[src/rtl/tlc_pkg.sv]
// Shared traffic-light-controller definitions: phase durations, watchdog
// default, phase-timer state encodings and signal-head light encodings.
package tlc_pkg;

   localparam int unsigned DEFAULT_CLK_HZ = 50_000_000;

   localparam int unsigned ONE_SEC     = DEFAULT_CLK_HZ;
   localparam int unsigned THREE_SEC   = 3 * DEFAULT_CLK_HZ;
   localparam int unsigned FIFTEEN_SEC = 15 * DEFAULT_CLK_HZ;
   localparam int unsigned THIRTY_SEC  = 30 * DEFAULT_CLK_HZ;

   // Beyond this many cycles without a clear the light controller is
   // assumed to have lost track of its phase.
   localparam int unsigned WDOG_DEFAULT = 1_600_000_000;

   localparam int unsigned COUNT_W = 31;
   localparam int unsigned SEC_W   = 6;
   localparam logic [SEC_W-1:0] SEC_MAX = 6'd63;

   typedef enum logic [1:0] {
      TS_RUN   = 2'b00,
      TS_HOLD  = 2'b01,
      TS_FAULT = 2'b10
   } timer_state_e;

   typedef enum logic [1:0] {
      LIGHT_RED    = 2'b01,
      LIGHT_YELLOW = 2'b10,
      LIGHT_GREEN  = 2'b11
   } light_e;

   // Cycle count for a whole number of seconds at a given clock rate.
   function automatic logic [COUNT_W-1:0] secs_to_cycles(input int unsigned clk_hz,
                                                         input int unsigned secs);
      return COUNT_W'(clk_hz * secs);
   endfunction

endpackage

[src/rtl/tlc_prescaler.sv]
// Sub-second prescaler: counts 0..CLK_HZ-1 alongside the elapsed-cycle
// counter and flags the terminal value so the owner can bump seconds.
module tlc_prescaler
   import tlc_pkg::*;
#(
   parameter int unsigned CLK_HZ = DEFAULT_CLK_HZ,
   parameter int unsigned PRE_W  = (CLK_HZ > 1) ? $clog2(CLK_HZ) : 1
) (
   input  logic             Clk,
   input  logic             Rst,
   input  logic             clear,
   input  logic             advance,
   output logic [PRE_W-1:0] pre_count,
   output logic             wrap
);

   localparam logic [PRE_W-1:0] PRE_LAST = PRE_W'(CLK_HZ - 1);

   logic [PRE_W-1:0] pre_q;
   logic [PRE_W-1:0] pre_d;

   // Next prescaler value: clear wins, otherwise step and roll over at CLK_HZ-1.
   always_comb begin
      pre_d = pre_q;
      if (clear) begin
         pre_d = '0;
      end else if (advance) begin
         if (pre_q == PRE_LAST) begin
            pre_d = '0;
         end else begin
            pre_d = pre_q + PRE_W'(1);
         end
      end
   end

   // Prescaler register with synchronous reset.
   always_ff @(posedge Clk) begin
      if (Rst) begin
         pre_q <= '0;
      end else begin
         pre_q <= pre_d;
      end
   end

   assign pre_count = pre_q;
   assign wrap      = (pre_q == PRE_LAST);

endmodule

[src/rtl/tlc_phase_timer.sv]
// Phase timer for the traffic-light controller: counts cycles since the
// last clear, tracks whole seconds, decodes phase-length hits, supports a
// level-sensitive freeze and latches a watchdog fault when no clear arrives.
module tlc_phase_timer
   import tlc_pkg::*;
#(
   parameter int unsigned CLK_HZ     = DEFAULT_CLK_HZ,
   parameter int unsigned WDOG_LIMIT = WDOG_DEFAULT
) (
   input  logic               Clk,
   input  logic               Rst,
   input  logic               RstCount,
   input  logic               Hold,
   output logic [COUNT_W-1:0] Count,
   output logic [SEC_W-1:0]   SecCount,
   output logic               Tick,
   output logic               Hit1,
   output logic               Hit3,
   output logic               Hit15,
   output logic               Hit30,
   output logic               Fault,
   output logic [1:0]         TimerState
);

   localparam int unsigned PRE_W = (CLK_HZ > 1) ? $clog2(CLK_HZ) : 1;

   localparam logic [COUNT_W-1:0] WDOG_MAX  = COUNT_W'(WDOG_LIMIT);
   localparam logic [COUNT_W-1:0] WDOG_EDGE = COUNT_W'(WDOG_LIMIT - 1);

   localparam logic [COUNT_W-1:0] HIT1_CNT  = secs_to_cycles(CLK_HZ, 1);
   localparam logic [COUNT_W-1:0] HIT3_CNT  = secs_to_cycles(CLK_HZ, 3);
   localparam logic [COUNT_W-1:0] HIT15_CNT = secs_to_cycles(CLK_HZ, 15);
   localparam logic [COUNT_W-1:0] HIT30_CNT = secs_to_cycles(CLK_HZ, 30);

   timer_state_e       state_q;
   timer_state_e       state_d;
   logic [COUNT_W-1:0] count_q;
   logic [COUNT_W-1:0] count_d;
   logic [SEC_W-1:0]   sec_q;
   logic [SEC_W-1:0]   sec_d;

   logic               pre_clear;
   logic               pre_advance;
   logic               pre_wrap;
   logic [PRE_W-1:0]   pre_count;
   logic [SEC_W-1:0]   sec_bumped;

   tlc_prescaler #(
      .CLK_HZ (CLK_HZ),
      .PRE_W  (PRE_W)
   ) u_prescaler (
      .Clk       (Clk),
      .Rst       (Rst),
      .clear     (pre_clear),
      .advance   (pre_advance),
      .pre_count (pre_count),
      .wrap      (pre_wrap)
   );

   // Seconds value to use whenever this edge advances the count; saturates.
   always_comb begin
      sec_bumped = sec_q;
      if (pre_wrap && (sec_q != SEC_MAX)) begin
         sec_bumped = sec_q + SEC_W'(1);
      end
   end

   // Next-state and counter update, priority RstCount > watchdog > Hold > increment.
   always_comb begin
      state_d     = state_q;
      count_d     = count_q;
      sec_d       = sec_q;
      pre_clear   = 1'b0;
      pre_advance = 1'b0;
      case (state_q)
         TS_RUN, TS_HOLD: begin
            if (RstCount) begin
               count_d   = '0;
               sec_d     = '0;
               pre_clear = 1'b1;
               state_d   = Hold ? TS_HOLD : TS_RUN;
            end else if (count_q == WDOG_EDGE) begin
               count_d     = WDOG_MAX;
               sec_d       = sec_bumped;
               pre_advance = 1'b1;
               state_d     = TS_FAULT;
            end else if (Hold) begin
               state_d = TS_HOLD;
            end else if (state_q == TS_HOLD) begin
               state_d = TS_RUN;
            end else begin
               count_d     = count_q + COUNT_W'(1);
               sec_d       = sec_bumped;
               pre_advance = 1'b1;
            end
         end
         TS_FAULT: begin
            if (RstCount) begin
               count_d   = '0;
               sec_d     = '0;
               pre_clear = 1'b1;
               state_d   = TS_RUN;
            end
         end
         default: begin
            count_d   = '0;
            sec_d     = '0;
            pre_clear = 1'b1;
            state_d   = TS_RUN;
         end
      endcase
   end

   // State, count and seconds registers with synchronous reset.
   always_ff @(posedge Clk) begin
      if (Rst) begin
         state_q <= TS_RUN;
         count_q <= '0;
         sec_q   <= '0;
      end else begin
         state_q <= state_d;
         count_q <= count_d;
         sec_q   <= sec_d;
      end
   end

   // Strobe decodes from registered count and prescaler only.
   always_comb begin
      Tick  = (pre_count == '0) && (count_q != '0);
      Hit1  = (count_q == HIT1_CNT);
      Hit3  = (count_q == HIT3_CNT);
      Hit15 = (count_q == HIT15_CNT);
      Hit30 = (count_q == HIT30_CNT);
   end

   assign Count      = count_q;
   assign SecCount   = sec_q;
   assign Fault      = (state_q == TS_FAULT);
   assign TimerState = state_q;

endmodule

[config.mk]
export PLATFORM = sky130hd
export DESIGN_NAME = tlc_phase_timer
export DESIGN_NICKNAME = d
export VERILOG_FILES = /design/src/rtl/tlc_pkg.sv /design/src/rtl/tlc_prescaler.sv /design/src/rtl/tlc_phase_timer.sv
export SDC_FILE = /design/constraint.sdc
export NUM_CORES = 1
export LEC_CHECK = 0
export BUFFER_PORTS_ARGS = -buffer_cell sky130_fd_sc_hd__buf_4
export CAP_MARGIN = 20
export CELL_PAD_IN_SITES_DETAIL_PLACEMENT = 1
export CELL_PAD_IN_SITES_GLOBAL_PLACEMENT = 2
export CORE_ASPECT_RATIO = 2
export CORE_MARGIN = 4
export CORE_UTILIZATION = 34
export CTS_CLUSTER_SIZE = 25
export DETAILED_ROUTE_END_ITERATION = 10
export PLACE_DENSITY = 0.85
export SKIP_LAST_GASP = 1
export SYNTH_ARGS = -nofsm -noshare
export SYNTH_HDL_FRONTEND = slang
export SYNTH_SLANG_ARGS = --single-unit
[constraint.sdc]
create_clock -name Clk -period 2.4 [get_ports Clk]
set_input_delay 0.48 -clock Clk [delete_from_list [all_inputs] [get_ports Clk]]
set_output_delay 0.48 -clock Clk [all_outputs]
set_load 0.03 [all_outputs]
# ---- Yosys cells after proc, flatten, opt, wreduce, memory -nomap -nowiden
# Cells that the tools add are included.
dict set report op_classes {
  n_addsub 3
  n_eq_ne 13
  muxes 28
  n_reduce_logical 10
}
# cell n
set ops {}
lappend ops {{$mux 31} 5}
lappend ops {{$eq 31x31->1 const B} 2}
lappend ops {{$pmux 31 s2} 1}
lappend ops {{$mux 6} 6}
lappend ops {{$add 31x1->31 const B} 1}
lappend ops {{$eq 31x26->1 const B} 1}
lappend ops {{$eq 31x28->1 const B} 1}
lappend ops {{$eq 31x30->1 const B} 1}
lappend ops {{$reduce_bool 31->1} 1}
lappend ops {{$add 26x1->26 const B} 1}
lappend ops {{$eq 26x26->1 const B} 1}
lappend ops {{$logic_not 26->1} 1}
lappend ops {{$mux 26} 1}
lappend ops {{$pmux 6 s2} 1}
lappend ops {{$mux 2} 5}
lappend ops {{$mux 1} 8}
lappend ops {{$ne 4x4->1 const B} 2}
lappend ops {{$add 6x1->6 const B} 1}
lappend ops {{$ne 6x6->1 const B} 1}
lappend ops {{$ne 5x5->1 const B} 1}
lappend ops {{$pmux 2 s2} 1}
lappend ops {{$reduce_or 2->1} 2}
lappend ops {{$reduce_and 3->1} 1}
lappend ops {{$reduce_or 3->1} 1}
lappend ops {{other kinds (6)} 7}
dict set report totals {
  ff_bits 65
  in_bits 4
  wordCells 58
}

# ---- Logic depth before layout (Yosys ltp)
dict set report depth {
  depth_word 8
  depth_mapped 9
  depth_no_buf 7
}

# ---- By module
# From an unflattened synthesis, not the netlist that was laid out.
dict set report hier_totals {
  hier_cells 519
  hier_area_um2 3952.5
}
# mod n_inst cells_each area_each_um2
set modules_own_cells {}
lappend modules_own_cells {tlc_phase_timer 1 352 2556.2}
lappend modules_own_cells {tlc_prescaler 1 167 1396.3}

# ---- Worst setup path after synthesis
# No wires, ideal clock.
dict set report synth_path {
  path_kind {register to output}
  start {register count_q[8] (netlist: Count[8])}
  end {output Hit15}
  t_arrival_ns 2.367
  required_ns 1.920
  slack_ns -0.447
  stages_incl_launch_ff 5
  n_path_buf 1
  path_cell_list {dfxtp_1 > clkbuf_1 > nand3_1 > or4_1 > nor4_1}
}
dict set report synth_via {
  elab_chain_len 1
}
# item line
set synth_lines {}
lappend synth_lines {{start: declaration} tlc_phase_timer.sv:37} ;# logic [COUNT_W-1:0] count_q;
lappend synth_lines {{start signal: assignment} tlc_phase_timer.sv:122} ;# count_q <= count_d;
lappend synth_lines {{$eq 31x30->1} tlc_phase_timer.sv:132} ;# Hit15 = (count_q == HIT15_CNT);
lappend synth_lines {{end: declaration} tlc_phase_timer.sv:19} ;# output logic Hit15,
# No other way between the ends.

# ---- Worst setup path after layout
dict set report layout_path {
  start {register count_q[3] (netlist: Count[3])}
  end {output Hit1}
}
dict set report layout_via {
  elab_chain_len 1
}
# item line
set layout_lines {}
lappend layout_lines {{$eq 31x26->1} tlc_phase_timer.sv:130} ;# Hit1 = (count_q == HIT1_CNT);
lappend layout_lines {{end: declaration} tlc_phase_timer.sv:17} ;# output logic Hit1,
# No other way between the ends.

==> impl_metrics.py <==
metrics = {
    "clocking": {
        "h-tree-depth": 3,
        "root_buffer": "clkbuf_16",
        "clock_sinks": 65,
        "clk_pin_slew_worst_paths_ns": 0.05,
        "cts_tree": "yes",
        "clock_tree.buffer_depth": 2,
        "clock_latency_ns": 0.34,
        "ctsHoldBuffers": 0,
        "numCtsBuffers": 9,
    },
    "pwr": {
        "power-per-cell-area_nw_per_um2": 458,
        "irDropWorstVdd_v": 0.000354,
        "power_leakage_uw": 0.00234,
    },
    "yosys": {
        "synth_top_cell_area_share_pct": 32.4,
        "seq_area_frac_synth_pct": 32.4,
        "ys_async_sr_fraction_pct": 0,
        "synth-edff-count": 0,
        "avgSynthCellArea_um2": 7.79,
        "synthCells": 515,
        "ys_types": 73,
        "synthTopCellsByArea": "dfxtp_1 (32%), a21oi_1 (5.5%), o21ai_0 (4.0%), nand2_1 (3.5%), nand3_1 (3.4%)",
        "synth_fp_nets": 524,
        "ys_warn_count": 0,
        "synth_ff_type": "dfxtp_1",
        "yosys.area.top_type": "dfxtp_1",
        "netlist_area_um2": 4010,
        "ys_ff_latch": 65,
    },
    "cells_and_area": {
        "drive_above_1_share_pct": 35.0,
        "stdcell_count": 804,
        "ff_latch_area_um2": 1320,
        "syn_to_final_growth_pct": 43.8,
        "post-route-util_pct": 50.5,
        "nFillCells": 1452,
        "nets": 667,
        "multi_input_area_um2": 2610,
        "diodes": 0,
    },
    "critical_path": {
        "crit_chain": "nor4_2, nand3b_1, or3_4, or3_4, nor3_4, buf_6",
        "crit_path_max_incr_delay_ns": 0.40,
        "crit_arrival_ns": 2.20,
        "crit_type": "reg2out",
        "crit_required_ns": 1.92,
        "r2r_slack_ns": 0.01,
        "reg2reg_to": "Count[30]",
        "cp-end-kind": "output pin",
        "reg2reg_depth": 7,
        "critPathMaxFanout": 2,
        "crit_top_cell": "or3_4",
        "crit_slowest_cell": "or3_4",
        "r2r-start": "Count[20]",
        "cp-start-kind": "flop",
    },
    "sta": {
        "fmax_mhz": 373,
        "finalSetupViolations": 5,
        "worst_pin_slew_ns": 0.526,
        "fin_crit_sh_pct": 112,
        "fin_skew_ns": 0.00896,
        "slew_violations": 0,
        "finalSetupTns_ns": -0.910,
        "rsz0062_at_grt": "yes",
        "fin_ws_ns": -0.284,
        "min_period_ns": 2.68,
        "finalHoldViolations": 0,
        "slew_headroom_pct": 64.6,
    },
    "routing": {
        "drtIter0Drc": 187,
        "wire_per_inst_um": 22.3,
        "drtAntennaViolNets": 0,
        "routed_via_density": 6.08,
        "totalWireLength_um": 17900,
        "firstDrtPassIters": 4,
        "drc": 0,
        "num_vias": 4891,
    },
    "floorplanning": {
        "fp.dieH_um": 162,
        "rows": 55,
        "die_area_um2": 13700,
        "core-area_um2": 11400,
        "initial_utilization_pct": 35.1,
        "ioPinCount": 49,
        "die_w_um": 84.8,
    },
    "status": {
        "outcome": "finished, violations left",
        "violations": "negative setup slack",
    },
    "flow_run": {
        "drv_cap": 0,
    },
    "placed_design": {
        "portBuffers": 48,
        "dpl.hpwl_um": 13100,
        "dp_cells": 774,
        "gp_congestion": 1.01,
        "pre_cts_ws_ns": -0.136,
    },
    "min_path": {
        "holdPathEnd": "Count[0]",
        "worstHoldStart": "Rst",
        "hold_class": "in2reg",
        "hold_depth": 2,
    },
    "global_route": {
        "grt_pass1_vias": 5316,
        "grt_start_max_net_pins": 28,
        "grt_pass1_wl_um": 27800,
        "overflow": 0,
        "grt_use_total_pct": 25.9,
        "antenna_found_initial": 0,
    },
}
-- report_power, final --
part / switching [µW] / leakage (µW) / internal, µW
registers: 8.61 / 0.000531 / 1090
logic: 210 / 0.00167 / 130
clock network: 491 / 0.000135 / 714
-- worst max-delay path: cells and delay by family, from the launching register on --
kind	cells	cell delay (ns)
and+or+nand+nor	5	1.39
DFF	1	0.32
buffers and inverters	1	0.15
-- layout by cell type, fill, tap and decap left out, types with 3 or more instances in the layout --
master     instances
nor3_2             3
or3_4              4
nand2_1           37
o211ai_1           6
buf_4            152
o2111ai_1          4
dfxtp_2            9
ha_1               5
nand3_1           26
buf_6              9
a31oi_1            6
nand3b_1           4
inv_1             24
or4_4              4
nor2_1            31
nand4_1           15
mux2i_1            3
xor2_1             7
a221oi_1           3
clkbuf_16          9
o21ai_1            6
clkinv_2           4
dfxtp_1           54
a21o_1             9
a21oi_1           43
a211oi_1           3
nor4_4             5
o21ai_0           32
o31ai_1            6
and3_1            14
nor3_1            13
and2_1             3
o22ai_1            4
or4_1              6
or3_1             13
nor4b_1            4
nor4_1            14
a31o_2             4
-- synthesized netlist by cell type, types with 15 or more instances --
master	instances
a21oi_1	44
and3_1	15
clkbuf_1	22
dfxtp_1	65
inv_1	25
nand2_1	37
nand3_1	27
nand4_1	15
nor2_1	33
nor3_1	17
nor4_1	19
o21ai_0	32
or3_1	16
-- metrics by stage --
step | hold slack [ns] | cell area [µm²] | total power (µW)
after floorplan | 0.444 | 4050 | 1290
after global placement | 0.460 | 5200 | 1430
after detailed placement | 0.469 | 5200 | 1440
after CTS | 0.427 | 5540 | 2640
after global routing | 0.441 | 5770 | 2750
final | 0.440 | 5770 | 2640
-- timing repair --
action,in CTS,in global routing
setup buffers,1,14
cloned,0,0
resized for setup,17,33
setup endpoints to repair,12,22
hold endpoints to repair,0,0
pin swaps,8,10
-- metal layers --
metal | share of wire (%) | track usage [%] | vias up
li1 | - | - | 2231
met1 | 34 | 24.5 | 2439
met2 | 55 | 47.1 | 146
met3 | 3.5 | 4.29 | 75
met4 | 7.4 | 21.5 | 0
met5 | 0 | 0 | -
-- final cells by class --
cell class              count  share of cell area, %
multi-input cells         392                   45.3
clock buffers              11                   4.21
repair buffers            164                   22.5
flip-flops and latches     65                   22.9
clock inverters             4                  0.347
well taps                 142                   3.08
inverters                  26                   1.73
-- worst max-delay path by stage --
stage / from / end / slack (ns) / cells after the start
final: Count[3] / Hit1 / -0.28 / 6
after global routing: Count[3] / Hit1 / -0.34 / 6
after CTS: Count[3] / Hit1 / -0.30 / 6
after floorplan: Count[8] / Hit15 / -0.15 / 4
after detailed placement: Count[5] / Hit1 / -0.14 / 6
after global placement: Count[5] / Hit1 / -0.11 / 6
-- cell families (layout without fill, tap and decap cells) --
logic type / after synthesis / after routing / synth area share, %
flip-flops: 65 / 65 / 32.4
AO/OA/AOI/OAI: 153 / 153 / 25.5
multiplexers: 4 / 4 / 1.03
adder cells (fa/ha/maj): 5 / 5 / 1.56
XOR/XNOR: 8 / 8 / 1.75
buffers and inverters: 58 / 205 / 6.36
AND/OR/NAND/NOR: 222 / 222 / 31.3
-- registers in the layout (all words and copies together) (netlist names) --
name	cells
u_prescaler.pre_count	26
TimerState	2
Count	31
SecCount	6
Note: power is estimated with default switching activity, not from simulation.
